$ cat src/rtl/data_mem_responder.sv
// Word-addressed data memory answering a valid/ready load/store channel with a
// fixed number of wait states. Define DMEM_MISALIGN_CHECK_EN to flag misaligned accesses.
module data_mem_responder #(
  parameter int ADDR_BITS   = 5,
  parameter int WAIT_CYCLES = 2
) (
  input  logic        clk,
  input  logic        rst,
  input  logic        req_valid,
  input  logic        req_write,
  input  logic [31:0] req_addr,
  input  logic [31:0] req_wdata,
  output logic        req_ready,
  output logic        resp_valid,
  input  logic        resp_ready,
  output logic [31:0] resp_rdata,
  output logic        resp_err
);

  localparam int DEPTH = 1 << ADDR_BITS;

  // Handshakes: a request transfers on a rising edge where req_valid && req_ready;
  // a response transfers on a rising edge where resp_valid && resp_ready. The
  // response payload is held until its transfer.
  typedef enum logic [1:0] {
    IDLE = 2'd0,
    BUSY = 2'd1,
    RESP = 2'd2
  } state_t;

  state_t state, state_next;

  logic [3:0]           cnt;
  logic                 cap_write;
  logic [ADDR_BITS-1:0] cap_idx;
  logic [31:0]          cap_wdata;
  logic [31:0]          mem [DEPTH];
  logic [31:0]          rdata_q;

  logic                 accept;
  logic                 access;
  logic                 acc_write;
  logic [ADDR_BITS-1:0] acc_idx;
  logic [31:0]          acc_wdata;
  logic                 acc_bad;

  logic                 unused_bits;
  assign unused_bits = &{1'b0, req_addr[31:ADDR_BITS+2], req_addr[1:0]};

`ifdef DMEM_MISALIGN_CHECK_EN
  logic [1:0] cap_off;
  logic [1:0] acc_off;
  logic       err_q;
  assign resp_err = err_q;
`else
  assign resp_err = 1'b0;
`endif

  assign resp_rdata = rdata_q;

  always_ff @(posedge clk) begin
    if (rst) begin
      state <= IDLE;
    end else begin
      state <= state_next;
    end
  end

  always_comb begin
    state_next = state;
    req_ready  = 1'b0;
    resp_valid = 1'b0;
    accept     = 1'b0;
    access     = 1'b0;
    case (state)
      IDLE: begin
        req_ready = 1'b1;
        if (req_valid) begin
          accept = 1'b1;
          if (WAIT_CYCLES == 0) begin
            access     = 1'b1;
            state_next = RESP;
          end else begin
            state_next = BUSY;
          end
        end
      end
      BUSY: begin
        if (cnt == 4'd1) begin
          access     = 1'b1;
          state_next = RESP;
        end
      end
      RESP: begin
        resp_valid = 1'b1;
        if (resp_ready) begin
          state_next = IDLE;
        end
      end
      default: state_next = IDLE;
    endcase
  end

  // With no wait states the access happens on the acceptance edge itself, so it
  // must take the live request rather than the captured copy.
  always_comb begin
    if (WAIT_CYCLES == 0) begin
      acc_write = req_write;
      acc_idx   = req_addr[ADDR_BITS+1:2];
      acc_wdata = req_wdata;
    end else begin
      acc_write = cap_write;
      acc_idx   = cap_idx;
      acc_wdata = cap_wdata;
    end
`ifdef DMEM_MISALIGN_CHECK_EN
    acc_off = (WAIT_CYCLES == 0) ? req_addr[1:0] : cap_off;
    acc_bad = (acc_off != 2'd0);
`else
    acc_bad = 1'b0;
`endif
  end

  always_ff @(posedge clk) begin
    if (rst) begin
      cnt       <= 4'd0;
      cap_write <= 1'b0;
      cap_idx   <= '0;
      cap_wdata <= 32'd0;
      rdata_q   <= 32'd0;
`ifdef DMEM_MISALIGN_CHECK_EN
      cap_off   <= 2'd0;
      err_q     <= 1'b0;
`endif
      for (int i = 0; i < DEPTH; i++) begin
        mem[i] <= 32'd0;
      end
    end else begin
      if (accept) begin
        cnt       <= 4'(WAIT_CYCLES);
        cap_write <= req_write;
        cap_idx   <= req_addr[ADDR_BITS+1:2];
        cap_wdata <= req_wdata;
`ifdef DMEM_MISALIGN_CHECK_EN
        cap_off   <= req_addr[1:0];
`endif
      end else if (state == BUSY && cnt != 4'd0) begin
        cnt <= cnt - 4'd1;
      end
      if (access) begin
        if (acc_write && !acc_bad) begin
          mem[acc_idx] <= acc_wdata;
        end
        rdata_q <= (acc_write || acc_bad) ? 32'd0 : mem[acc_idx];
`ifdef DMEM_MISALIGN_CHECK_EN
        err_q   <= acc_bad;
`endif
      end
    end
  end

endmodule

$ cat config.mk
export PLATFORM = sky130hd
export DESIGN_NAME = data_mem_responder
export DESIGN_NICKNAME = d
export VERILOG_FILES = /design/src/rtl/data_mem_responder.sv
export SDC_FILE = /design/constraint.sdc
export NUM_CORES = 1
export LEC_CHECK = 0
export ABC_AREA = 1
export CORE_ASPECT_RATIO = 1.75
export CORE_MARGIN = 4
export CORE_UTILIZATION = 45
export DETAILED_ROUTE_END_ITERATION = 6
export GPL_TIMING_DRIVEN = 0
export MAX_ROUTING_LAYER = met4
export PLACE_DENSITY = 0.66
export SLEW_MARGIN = 20
export SYNTH_ARGS = -nofsm -noshare
export SYNTH_HDL_FRONTEND = slang
export SYNTH_SLANG_ARGS = --single-unit
$ cat constraint.sdc
create_clock -name clk -period 6.9 [get_ports clk]
set_input_delay 1.725 -clock clk [delete_from_list [all_inputs] [get_ports clk]]
set_output_delay 1.725 -clock clk [all_outputs]
set_load 0.1 [all_outputs]
==> flow_summary.yaml, run 1 <==
outcome:
  outcome: "finished, final reports clean"
setup_path:
  end_kind: "register"
  rr_endpoint: "resp_rdata[19]"
  worstSetupPathType: "input pin to register"
  r2r_slack_ps: 2960
  timing.rr.start: "cnt[1]"
  required_ps: 7370
  worstPathArrival_ps: 5020
  ff2ff_path_depth: 9
  path_max_fanout: 22
  start_kind: "input pin"
floorplan:
  core_area_mm2: 0.109
  ios: 104
  die_height_um: 447
  row_count: 160
  dieWidth_um: 259
  fp.dieArea_mm2: 0.115
  initial_core_util_pct: 45.4
logic_synthesis:
  yosysWarningCount: 0
  postSynthCellCount: 5137
  synth_seq_cells: 1105
  synthDistinctLibCells: 23
  synth_fp_nets: 5209
  syn_area_per_cell_um2: 9.63
  syn_area_mm2: 0.0495
  yosysSeqAreaShare_pct: 65.4
flow_run:
  drv_cap: 0
place:
  dp.cells: 6696
  gp_congestion: 1.03
  port_buffers: 74
  place_area_mm2: 0.0527
  place_ws_ps: 1850
  hpwl_um: 137000
power_and_ir_drop:
  power.density_mw_per_mm2: 271
  total_power_mw: 15.2
  p_sw_share_pct: 27.4
  ir_drop_mv: 0.196
  seqPwrFrac_pct: 50.1
  p_int_mw: 11.0
  p_comb_share_pct: 12.8
  p_leak_nw: 20.7
  p_clk_share_pct: 37.1
  switchingPower_mw: 4.15
grt:
  track_usage_pct: 33.3
  grt_remaining_overflow: 0
  grt_max_degree: 33
  antenna_found_initial: 4
  grt_pass1_wl_um: 264000
  grt_pass1_vias: 38710
min_path:
  hp-start: "resp_rdata[13]"
  holdPathStages: 2
  worstHoldPathType: "register to register"
  hold_end: "resp_rdata[13]"
finish:
  ff_latch_area_mm2: 0.0324
  multi_input_area_mm2: 0.0146
  nets: 5407
  drive_above_1_share_pct: 6.63
  finalInstanceArea_mm2: 0.0559
  fillers: 10053
  stdcell_count: 6879
  final_util_pct: 51.3
  syn2layout_area_growth_pct: 12.9
timing:
  max_freq_mhz: 220
  fin_worst_skew_ps: 39.6
  setup_ws_ps: 2350
  tightest_slew_ps: 1320
  drv_slew: 0
  finalSetupTns_ps: 0
  setup_viol: 0
  finalHoldViolCount: 0
  min_period_over_period_pct: 66.0
  holdWs_ps: 465
  maxSlewHeadroom_pct: 12.3
  finalCriticalPeriod_ps: 4550
  rsz0062_at_grt: "no"
detailed_routing:
  antenna_left: 0
  drc: 0
  vias_per_cell: 5.83
  drt-total-wl_um: 192000
  wl_per_cell_um: 27.9
  drt-initial-drc-count: 5345
  vias: 40096
  drt-pass1-iter-count: 6
clocking:
  cts-root-buf: "clkbuf_16"
  clockBufferDepth: 3
  postCtsSetupRepairBufs: 0
  hold_buffers: 0
  clkTransAtPathRegs_ps: 70
  numCtsBuffers: 95
  cts_resized: 0
  htree_levels: 3
  cts.sinks: 1105
  clk_latency_ps: 750
  cts_tree: "done"
## Yosys cell counts
cell	n	share of area, %
a21oi_1	74	0.75
buf_1	35	0.27
buf_2	49	0.50
buf_4	1	0.015
buf_6	96	2.2
clkbuf_1	255	1.9
clkinv_1	2	0.015
conb_1	1	0.0076
dfxtp_1	81	3.3
edfxtp_1	1024	62
ha_1	3	0.076
inv_1	47	0.36
inv_2	3	0.023
nand2_1	1640	12
nand3_1	741	7.5
nor2_1	1028	7.8
nor2_2	1	0.013
nor3_1	9	0.091
nor3_4	4	0.13
nor3b_1	2	0.030
nor4_1	1	0.013
o21ai_0	39	0.39
o31ai_1	1	0.015
## cells in the final DEF, fill, tap and decap left out, drive strengths merged
cell type / count
nand2: 1640
nor2: 1029
edfxtp: 1024
nand3: 741
clkbuf: 395
buf: 208
dfxtp: 81
a21oi: 74
clkdlybuf4s50: 74
inv: 53
o21ai: 39
clkinv: 27
nor3: 13
bufinv: 8
clkinvlp: 4
diode: 3
ha: 3
nor3b: 2
nor4: 1
o31ai: 1
conb: 1
## worst max-delay path by stage
stage                     start          end  slack [ps]  cells after the start
after floorplan             rst    mem[0][0]        2850                      7
after global placement      rst    mem[2][3]         720                      7
after detailed placement    rst   mem[19][5]        1850                      8
after CTS                   rst  mem[19][10]        2600                      8
after global routing        rst  mem[19][10]        2330                      8
final                       rst  mem[19][10]        2350                      8
## critical path, cell delays in order
cell and delay, ps:
buf_2 470, clkinv_1 580, nand3_1 510, nor3_4 150, nand2_1 570, buf_6 260
nand2_2 350, buf_12 330
## layer usage
metal / vias to the layer above / track usage (%) / part of all wire, %
li1: 17404 / - / -
met1: 18981 / 33.9 / 31
met2: 2834 / 55.6 / 48
met3: 877 / 6.74 / 9.9
met4: 0 / 27.0 / 11
met5: - / - / 0
## sequential cells by signal, indices dropped and copies added, names as in the netlist, named ones only
| signal | count |
|---|---|
| acc_idx | 5 |
| acc_wdata | 32 |
| acc_write | 1 |
| cnt | 4 |
| mem | 1024 |
| resp_rdata | 32 |
| state | 2 |
## power by group through the flow
stage          clock, mW  combinational [mW]  sequential, mW
2_1_floorplan          0               0.994            7.73
3_3_place_gp           0                1.80            7.74
3_5_place_dp           0                1.86            7.73
4_1_cts             5.57                1.87            7.59
5_1_grt             5.85                2.01            7.60
6_report            5.63                1.94            7.59
## logic make-up (layout without fill, tap and decap cells)
kind of cell,after synthesis,in the layout,synth area share (%)
AND/OR/NAND/NOR,3426,3426,28.0
adder cells (fa/ha/maj),3,3,0.0759
buffers and inverters,488,769,5.29
flip-flops,1105,1105,65.4
AO/OA/AOI/OAI,114,114,1.16
other,1,4,0.00758
## cell type report
cell class                 instances  share of cell area (%)
inverter                          52                   0.349
buffer                           436                    4.36
timing repair buffer             101                    2.28
multi-input combinational       3544                    26.1
clock inverter                    40                   0.735
tap                             1458                    3.27
sequential                      1105                    58.0
clock buffer                     140                    4.93
antenna                            3                  0.0134
No activity file was read; power rests on OpenSTA's default activity.
==> run 2, diff against run 1 <==
==> constraint.sdc (replaced) <==
create_clock -name clk -period 4.2 [get_ports clk]
set_input_delay 1.05 -clock clk [delete_from_list [all_inputs] [get_ports clk]]
set_output_delay 1.05 -clock clk [all_outputs]
set_load 0.1 [all_outputs]
==> flow_summary.yaml, run 2 (synthesis gave the netlist of run 1 again) <==
outcome:
  outcome: "finished, final reports clean"
detailed_routing:
  wl_per_cell_um: 27.9
  highest_layer: "met4"
  drt-pass1-iter-count: 6
  m1WireLength_um: 60300
  dr_wl_met3_um: 18500
  drc: 0
  drt-initial-drc-count: 5350
  vias_per_cell: 5.80
  vias: 39930
  drt-total-wl_um: 192000
  met2_length_um: 93500
  antenna_left: 0
timing:
  finalCriticalPeriod_ps: 3880
  tightest_slew_ps: 1310
  fin_worst_skew_ps: 39.1
  finalHoldViolCount: 0
  maxSlewHeadroom_pct: 12.8
  setup_viol: 0
  rsz0062_at_grt: "no"
  max_freq_mhz: 258
  drv_slew: 0
  min_period_over_period_pct: 92.5
floorplan:
  ios: 104
  dieWidth_um: 259
  row_count: 160
  initial_core_util_pct: 45.4
  core_area_mm2: 0.109
  die_height_um: 447
  fp.dieArea_mm2: 0.115
place:
  port_buffers: 74
  dp.cells: 6696
  gp_congestion: 1.03
  hpwl_um: 137000
finish:
  fillers: 10052
  stdcell_count: 6881
  ff_latch_area_mm2: 0.0324
  largest_register_ffs: 1024
  nets: 5407
  syn2layout_area_growth_pct: 12.9
  regMostFlops: "mem"
  final_util_pct: 51.3
  drive_above_1_share_pct: 6.63
  multi_input_area_mm2: 0.0146
  layout_common_cells: "1,608 x nand2_1, 1,028 x nor2_1, 1,024 x edfxtp_1"
  final_common_cell: "nand2_1"
grt:
  grt_max_degree: 33
  track_usage_pct: 33.3
  antenna_found_initial: 4
  grt_pass1_vias: 38705
  grt_pass1_wl_um: 264000
  grt_remaining_overflow: 0
clocking:
  cts_resized: 0
  clkTransAtPathRegs_ps: 70
  clk_latency_ps: 750
  clockBufferDepth: 3
  cts.sinks: 1105
  postCtsSetupRepairBufs: 0
  cts_tree: "done"
  cts-root-buf: "clkbuf_16"
  hold_buffers: 0
  numCtsBuffers: 95
  htree_levels: 3
power_and_ir_drop:
  power.density_mw_per_mm2: 446
  p_leak_nw: 20.7
  ir_drop_mv: 0.321
setup_path:
  required_ps: 4860
  path_max_fanout: 10
  start_kind: "register"
  worstSetupPathType: "register to register"
  worstPathArrival_ps: 4540
  end_kind: "register"
min_path:
  worstHoldPathType: "register to register"
flow_run:
  drv_cap: 0
## run 2: cell count changes in the layout (fill, tap and decap cells not counted)
cell / change
diode_2: +2
## run 2: where the power goes
part	switching, mW	internal, mW
Combinational	2.51	0.683
Sequential	0.115	12.3
Clock	4.20	5.05
Total	6.82	18.1
## run 2: path summary, 6_finish.rpt
path	start	endpoint	slack, ps	cells after the start
worst max-delay path	cnt[1]	resp_rdata[19]	320	9
worst min-delay path	resp_rdata[13]	resp_rdata[13]	470	2
worst max register to register	cnt[1]	resp_rdata[19]	320	9
worst min register to register	resp_rdata[13]	resp_rdata[13]	470	2
## run 2: layout make-up
| class | count | area share, % |
|---|---|---|
| sequential | 1105 | 57.9 |
| inverter | 52 | 0.349 |
| timing repair buffer | 101 | 2.28 |
| buffer | 436 | 4.36 |
| clock inverter | 40 | 0.735 |
| clock buffer | 140 | 4.93 |
| antenna | 5 | 0.0224 |
| multi-input combinational | 3544 | 26.1 |
| tap | 1458 | 3.27 |
## run 2: worst max-delay path: stages, from the launching register on
cell and delay, ps:
dfxtp_1 350, inv_1 110, ha_1 150, nand3_1 110
nor2_2 260, clkinv_1 600, nor2_1 940, clkbuf_1 690
nand3_1 350, a21oi_1 220
## run 2: metrics by stage
| step | worst slack (ps) | power (mW) | hold slack, ps | cell area [um^2] | TNS, ps |
|---|---|---|---|---|---|
| 2_1_floorplan | 823 | 14.3 | 455 | 49500 | 0 |
| 3_3_place_gp | -1310 | 15.7 | 454 | 52000 | -1007310 |
| 3_5_place_dp | -170 | 15.8 | 456 | 52700 | -39820 |
| 4_1_cts | 565 | 24.7 | 466 | 55800 | 0 |
| 5_1_grt | 242 | 25.4 | 491 | 55900 | 0 |
| 6_report | 317 | 24.9 | 467 | 55900 | 0 |
## run 2: layer usage
metal  vias to the layer above  global-route usage [%]
li1                      17396                       -
met1                     19053                    33.9
met2                      2654                    55.7
met3                       827                    6.72
met4                         0                    26.9
met5                         -                       -
